[config.mk]
export PLATFORM = sky130hd
export DESIGN_NAME = addsub_arbiter_flat
export DESIGN_NICKNAME = d
export VERILOG_FILES = /design/src/rtl/addsub_arbiter_if.sv /design/src/rtl/addsub_arbiter.sv /design/src/flat_wrapper.sv
export SDC_FILE = /design/constraint.sdc
export NUM_CORES = 1
export LEC_CHECK = 0
export CORE_MARGIN = 3
export CORE_UTILIZATION = 40
export CTS_CLUSTER_SIZE = 10
export DETAILED_ROUTE_END_ITERATION = 7
export HOLD_SLACK_MARGIN = 0.06
export PLACE_DENSITY = 0.87
export SLEW_MARGIN = 20
export SYNTH_ARGS = -nofsm -noshare
export SYNTH_HDL_FRONTEND = slang
export SYNTH_SLANG_ARGS = --single-unit
[constraint.sdc]
create_clock -name clk -period 12.2 [get_ports clk]
set_clock_uncertainty 0.05 [all_clocks]
set_input_delay 2.44 -clock clk [delete_from_list [all_inputs] [get_ports clk]]
set_output_delay 2.44 -clock clk [all_outputs]
set_load 0.05 [all_outputs]
[src/rtl/addsub_arbiter_if.sv]
// Bundle for addsub_arbiter: the requester side (req/sub/a/b/ack) and the result side
// (o/o_tag/o_valid/o_ready).
// The optional ovf signal exists only when ADDSUB_ARBITER_OVF_EN is defined.
interface addsub_arbiter_if #(
    parameter int WIDTH = 16,
    parameter int NREQ  = 4,
    parameter int TAGW  = 2
);
    logic [NREQ-1:0]       req;
    logic [NREQ-1:0]       sub;
    logic [NREQ*WIDTH-1:0] a;
    logic [NREQ*WIDTH-1:0] b;
    logic [NREQ-1:0]       ack;
    logic [WIDTH:0]        o;
    logic [TAGW-1:0]       o_tag;
    logic                  o_valid;
    logic                  o_ready;
`ifdef ADDSUB_ARBITER_OVF_EN
    logic                  ovf;
`endif

    // Requesters and downstream consumer
    modport master (
        output req, sub, a, b, o_ready,
        input  ack, o, o_tag, o_valid
`ifdef ADDSUB_ARBITER_OVF_EN
        , input ovf
`endif
    );

    // The arbiter itself
    modport slave (
        input  req, sub, a, b, o_ready,
        output ack, o, o_tag, o_valid
`ifdef ADDSUB_ARBITER_OVF_EN
        , output ovf
`endif
    );
endinterface

[src/rtl/addsub_arbiter.sv]
// Round-robin arbiter in front of a single shared add/sub unit with a one-entry
// result register. A requester is accepted (ack) whenever the result slot is
// free; its result appears on o one cycle later.
// Optional feature: define ADDSUB_ARBITER_OVF_EN to add the registered signed
// overflow flag ovf.
module addsub_arbiter #(
    parameter int WIDTH = 16,
    parameter int NREQ  = 4,
    parameter int TAGW  = 2
) (
    input  logic             clk,
    input  logic             rst,
    addsub_arbiter_if.slave  bus
);

    typedef enum logic {EMPTY = 1'b0, FULL = 1'b1} state_t;

    state_t            state_q;
    logic              o_valid_q;
    logic [TAGW-1:0]   ptr_q;
    logic [WIDTH:0]    o_q;
    logic [TAGW-1:0]   o_tag_q;

    logic              grant_any_s;
    logic [TAGW-1:0]   grant_idx_s;
    logic [TAGW-1:0]   ptr_d;
    logic              slot_free_s;
    logic [NREQ-1:0]   ack_s;
    logic              ack_any_s;
    logic [WIDTH-1:0]  a_sel_s;
    logic [WIDTH-1:0]  b_sel_s;
    logic              sub_sel_s;
    logic [WIDTH-1:0]  b_x_s;
    logic [WIDTH:0]    o_d;

`ifdef ADDSUB_ARBITER_OVF_EN
    logic              ovf_q;
    logic              ovf_d;

    // Signed overflow: both addends share a sign that differs from the sum's sign
    function automatic logic ovf_f(input logic a_msb, input logic bx_msb, input logic s_msb);
        return (a_msb == bx_msb) && (s_msb != a_msb);
    endfunction
`endif

    // Round-robin search: first requester at or above ptr, wrapping to 0
    always_comb begin
        grant_any_s = 1'b0;
        grant_idx_s = '0;
        for (int k = 0; k < NREQ; k++) begin
            int j;
            j = int'(ptr_q) + k;
            if (j >= NREQ) begin
                j = j - NREQ;
            end else begin
                j = j;
            end
            if (!grant_any_s && bus.req[j]) begin
                grant_any_s = 1'b1;
                grant_idx_s = j[TAGW-1:0];
            end else begin
                grant_any_s = grant_any_s;
            end
        end
    end

    // Pointer advances to the requester just after the granted one
    always_comb begin
        ptr_d = '0;
        if (grant_idx_s == TAGW'(NREQ - 1)) begin
            ptr_d = '0;
        end else begin
            ptr_d = grant_idx_s + TAGW'(1);
        end
    end

    // Acceptance strobe: one-hot, only when the slot frees up this cycle, never in reset
    always_comb begin
        slot_free_s = (state_q == EMPTY) || bus.o_ready;
        ack_s       = '0;
        if (rst) begin
            ack_s = '0;
        end else if (slot_free_s && grant_any_s) begin
            ack_s = NREQ'(1) << grant_idx_s;
        end else begin
            ack_s = '0;
        end
        ack_any_s = |ack_s;
    end

    // Shared unit: subtraction inverts B into the carry chain with carry-in = sub
    always_comb begin
        a_sel_s   = bus.a[grant_idx_s*WIDTH +: WIDTH];
        b_sel_s   = bus.b[grant_idx_s*WIDTH +: WIDTH];
        sub_sel_s = bus.sub[grant_idx_s];
        b_x_s     = b_sel_s ^ {WIDTH{sub_sel_s}};
        o_d       = {1'b0, a_sel_s} + {sub_sel_s, b_x_s} + {{WIDTH{1'b0}}, sub_sel_s};
`ifdef ADDSUB_ARBITER_OVF_EN
        ovf_d     = ovf_f(a_sel_s[WIDTH-1], b_x_s[WIDTH-1], o_d[WIDTH-1]);
`endif
    end

    // Output FSM and result register: load on ack, drain on o_ready, hold otherwise
    always_ff @(posedge clk) begin
        if (rst) begin
            state_q   <= EMPTY;
            o_valid_q <= 1'b0;
            ptr_q     <= '0;
            o_q       <= '0;
            o_tag_q   <= '0;
`ifdef ADDSUB_ARBITER_OVF_EN
            ovf_q     <= 1'b0;
`endif
        end else begin
            if (ack_any_s) begin
                o_q     <= o_d;
                o_tag_q <= grant_idx_s;
                ptr_q   <= ptr_d;
`ifdef ADDSUB_ARBITER_OVF_EN
                ovf_q   <= ovf_d;
`endif
            end else begin
                ptr_q   <= ptr_q;
            end
            case (state_q)
                EMPTY: begin
                    if (ack_any_s) begin
                        state_q   <= FULL;
                        o_valid_q <= 1'b1;
                    end else begin
                        state_q   <= EMPTY;
                        o_valid_q <= 1'b0;
                    end
                end
                FULL: begin
                    if (ack_any_s) begin
                        state_q   <= FULL;
                        o_valid_q <= 1'b1;
                    end else if (bus.o_ready) begin
                        state_q   <= EMPTY;
                        o_valid_q <= 1'b0;
                    end else begin
                        state_q   <= FULL;
                        o_valid_q <= 1'b1;
                    end
                end
                default: begin
                    state_q   <= EMPTY;
                    o_valid_q <= 1'b0;
                end
            endcase
        end
    end

    assign bus.ack     = ack_s;
    assign bus.o       = o_q;
    assign bus.o_tag   = o_tag_q;
    assign bus.o_valid = o_valid_q;
`ifdef ADDSUB_ARBITER_OVF_EN
    assign bus.ovf     = ovf_q;
`endif

endmodule

[src/flat_wrapper.sv]
// flat-port wrapper written by rule: the top's interface ports become plain ports
module addsub_arbiter_flat 
#(
    parameter int WIDTH = 16,
    parameter int NREQ  = 4,
    parameter int TAGW  = 2
)
  (clk, rst, bus_req, bus_sub, bus_a, bus_b, bus_o_ready, bus_ack, bus_o, bus_o_tag, bus_o_valid);
  addsub_arbiter_if #(.WIDTH(WIDTH), .NREQ(NREQ), .TAGW(TAGW)) bus_i ();
  input  logic clk;
  input  logic rst;
  input wire logic [$bits(bus_i.req)-1:0] bus_req;
  input wire logic [$bits(bus_i.sub)-1:0] bus_sub;
  input wire logic [$bits(bus_i.a)-1:0] bus_a;
  input wire logic [$bits(bus_i.b)-1:0] bus_b;
  input wire logic [$bits(bus_i.o_ready)-1:0] bus_o_ready;
  output wire logic [$bits(bus_i.ack)-1:0] bus_ack;
  output wire logic [$bits(bus_i.o)-1:0] bus_o;
  output wire logic [$bits(bus_i.o_tag)-1:0] bus_o_tag;
  output wire logic [$bits(bus_i.o_valid)-1:0] bus_o_valid;
  assign bus_i.req = bus_req;
  assign bus_i.sub = bus_sub;
  assign bus_i.a = bus_a;
  assign bus_i.b = bus_b;
  assign bus_i.o_ready = bus_o_ready;
  assign bus_ack = bus_i.ack;
  assign bus_o = bus_i.o;
  assign bus_o_tag = bus_i.o_tag;
  assign bus_o_valid = bus_i.o_valid;
  addsub_arbiter #(.WIDTH(WIDTH), .NREQ(NREQ), .TAGW(TAGW)) u_core (.clk(clk), .rst(rst), .bus(bus_i));
endmodule
==> impl_results.md <==
* Status: completed
* Placed Area at 0.00465 sq mm
* Sequential area share after synthesis at 14.8%
* N_diodes at 0
* Worst Hold Slack at 404 ps
* Internal power at 0.405 mW
* Worst min path class: reg -> reg
* Die X at 92.4 um
* Post-CTS Hold Fix Bufs at 0
* Gr usage total at ~25%
* Root buf cell: clkbuf_8
* Power Density at between 150 and 200 mW/mm^2
* Pin count of the biggest net entering global routing at between 60 and 70
* Crit share post-route at 67.1%
* Switching Share at 53.3%
* DP HPWL at around 8600 um
* Clk sinks at 22
* Power share of the combinational group at between 80% and 90%
* Clk buf depth at 2
* Share of layout cells above drive strength 1 at 3.29%
* Ports at 163
* Number of synthesized flops with an enable pin at 0
* Synth Net Count at 626
* Clk pwr share at under 10%
* Die area at 0.00854 sq mm
* Initial antenna violation count at 0
* Die Ht at 92.4 um
* Async S/R FF share, synth at 0%
* First-pass GRT wire length at 17,500 um
* Top cell type's share of synthesized area at between 10% and 20%
* Synth Flop Type: dfxtp_1
* Fmax at 122 MHz
* Largest area contributor in the netlist: nand2_1
* DP Worst Slack at 3980 ps
* Drt total wl at approximately 11,000 um
* Final antenna-violating net count at 0
* Tmin final at ~8000 ps
* Via density at between 5 and 6
* Max Cap Viol at 0
* CP required at 9710 ps
* Initial core utilization at 42.5%
* Nets@finish at 768
* Worst Tran Pin Value at roughly 800 ps
* Register bit count reported by yosys at 22
* DRT Pass-1 Iters at 4
* Nature of the critical path startpoint: input port
* Total Power at between 0.8 and 0.9 mW
* Post-Syn Area at around 0.0030 sq mm
* Number of buffer cells added on primary ports at 162
* Worst EP arrival at 5700 ps
* Post-CTS sizing at 0
* Static leakage at 1.99 nW
* VDD IR max at 0.0959 mV
* Share of power burned in registers at about an eighth
* Post-Syn Area per Cell at 6.39 sq um
* Worst-path clk slew at 70 ps
* Setup TNS at 0 ps
* Area grow syn2layout at 57.3%
* Crit path kind: in -> out
* Crit path capture type: primary output
* Post-route DRC at 0
* Post-CTS Setup Inserts at 0
* Final WS setup at 4010 ps
* # rows at 30
* NetSw at 0.462 mW
* DR iter-0 viols at 170
* Yosys warns at 0
* Remaining global-route overflow at 0
* Core area at 0.00702 sq mm
* Worst rel slew slack at 46.1%
* Crit path max fanout at 63
* Library cells used by synthesis at 51
* Synth Instances at ~470
* RSZ-0062 raised after global routing: false
* CTS HTree Levels at 1
* Final Hold Viols at 0
* Post-route design area at 0.00469 sq mm
* Fin. max-slew vios at 0
* WL/cell at ~16 um
* Total vias in the final route at slightly below 4,000
* Final setup fails at 0
* Num CTS Buffers at 3
* CTS tree: yes
* Vias in the first global route at 3,810
* Leading post-synthesis cells by cell area: nand2_1 (19%), dfxtp_1 (15%), ha_1 (8.0%)
* Gpl congestion at 0.934
* Worst-Skew Late Latency at 260 ps
==> routing by layer <==
layer  up-vias  share of wire (%)  track usage [%]
met3        18                6.8             3.66
met5         -                  0                0
met2       146                 53             48.0
met4         0                2.2             5.32
met1      1765                 38             28.2
li1       1915                  -                -
==> critical path, stage by stage <==
cell	delay, ps
clkdlybuf4s50_1	460
nor2_1	420
or4b_1	400
and2_2	210
buf_4	500
ha_1	320
and2_1	140
clkdlybuf4s50_1	800
==> cell type report <==
class	count	area [sq um]
clock buffers	3	41.3
fillers	604	2320
inverters	9	33.8
multi-input cells	406	2400
flip-flops and latches	22	440
well taps	96	120
repair buffers	167	1660
==> power groups by stage <==
stage	Sequential [mW]	Clock [mW]	Combinational (mW)
finish	0.112	0.0436	0.710
global route	0.115	0.0473	0.777
CTS	0.113	0.0440	0.704
detailed placement	0.114	0	0.700
global placement	0.114	0	0.692
floorplan	0.193	0	0.422
==> cell usage in the layout, fill, tap and decap left out, types with 6 or more instances in the layout <==
cell type | synthesis | final
a21oi_1 | 22 | 22
a31oi_1 | 30 | 30
and3_1 | 30 | 30
clkdlybuf4s50_1 | 0 | 162
dfxtp_1 | 22 | 22
ha_1 | 19 | 19
inv_1 | 6 | 6
nand2_1 | 152 | 152
nand3_1 | 16 | 16
nor2_1 | 20 | 20
nor2b_1 | 6 | 6
nor3_1 | 10 | 10
o21ai_0 | 6 | 6
xor2_1 | 18 | 18
==> final timing paths <==
kind	cells past startpoint	slack, ps	start	end
worst max-delay path	8	4010	bus_req[1]	bus_ack[2]
worst min-delay path	2	400	u_core.bus.o[3]	u_core.bus.o[3]
worst max register to register	20	6540	u_core.ptr_q[0]	u_core.bus.o[13]
worst min register to register	2	400	u_core.bus.o[3]	u_core.bus.o[3]
==> stage by stage <==
stage	utilization, %	instances
global placement	66.3	700
finish	66.9	703
detailed placement	66.3	700
floorplan	-	467
CTS	66.9	703
global route	66.9	703
==> synth_stat cells, drive strengths merged (5+ instances only) <==
| cell type | count |
|---|---|
| nor2 | 20 |
| nand2 | 152 |
| nor3 | 10 |
| a21oi | 22 |
| buf | 7 |
| nand3 | 18 |
| nor2b | 6 |
| dfxtp | 22 |
| nor3b | 5 |
| and3 | 30 |
| a31oi | 30 |
| o21ai | 11 |
| a211oi | 5 |
| clkbuf | 23 |
| inv | 9 |
| xor2 | 18 |
| and2 | 6 |
| ha | 19 |
==> sequential cells by signal, indices dropped and copies added, names as in the netlist <==
signal	flops
u_core.bus.o_tag	2
u_core.ptr_q	2
u_core.bus.o	17
u_core.state_q	1
==> kinds of logic after synthesis <==
logic type	synth area share, %
fa+ha+maj	8.63
flops	14.8
mux	0.754
compound gates	22.8
buf+inv	5.15
xor+xnor	6.45
simple gates	41.5
No activity file was read; power rests on OpenSTA's default activity.
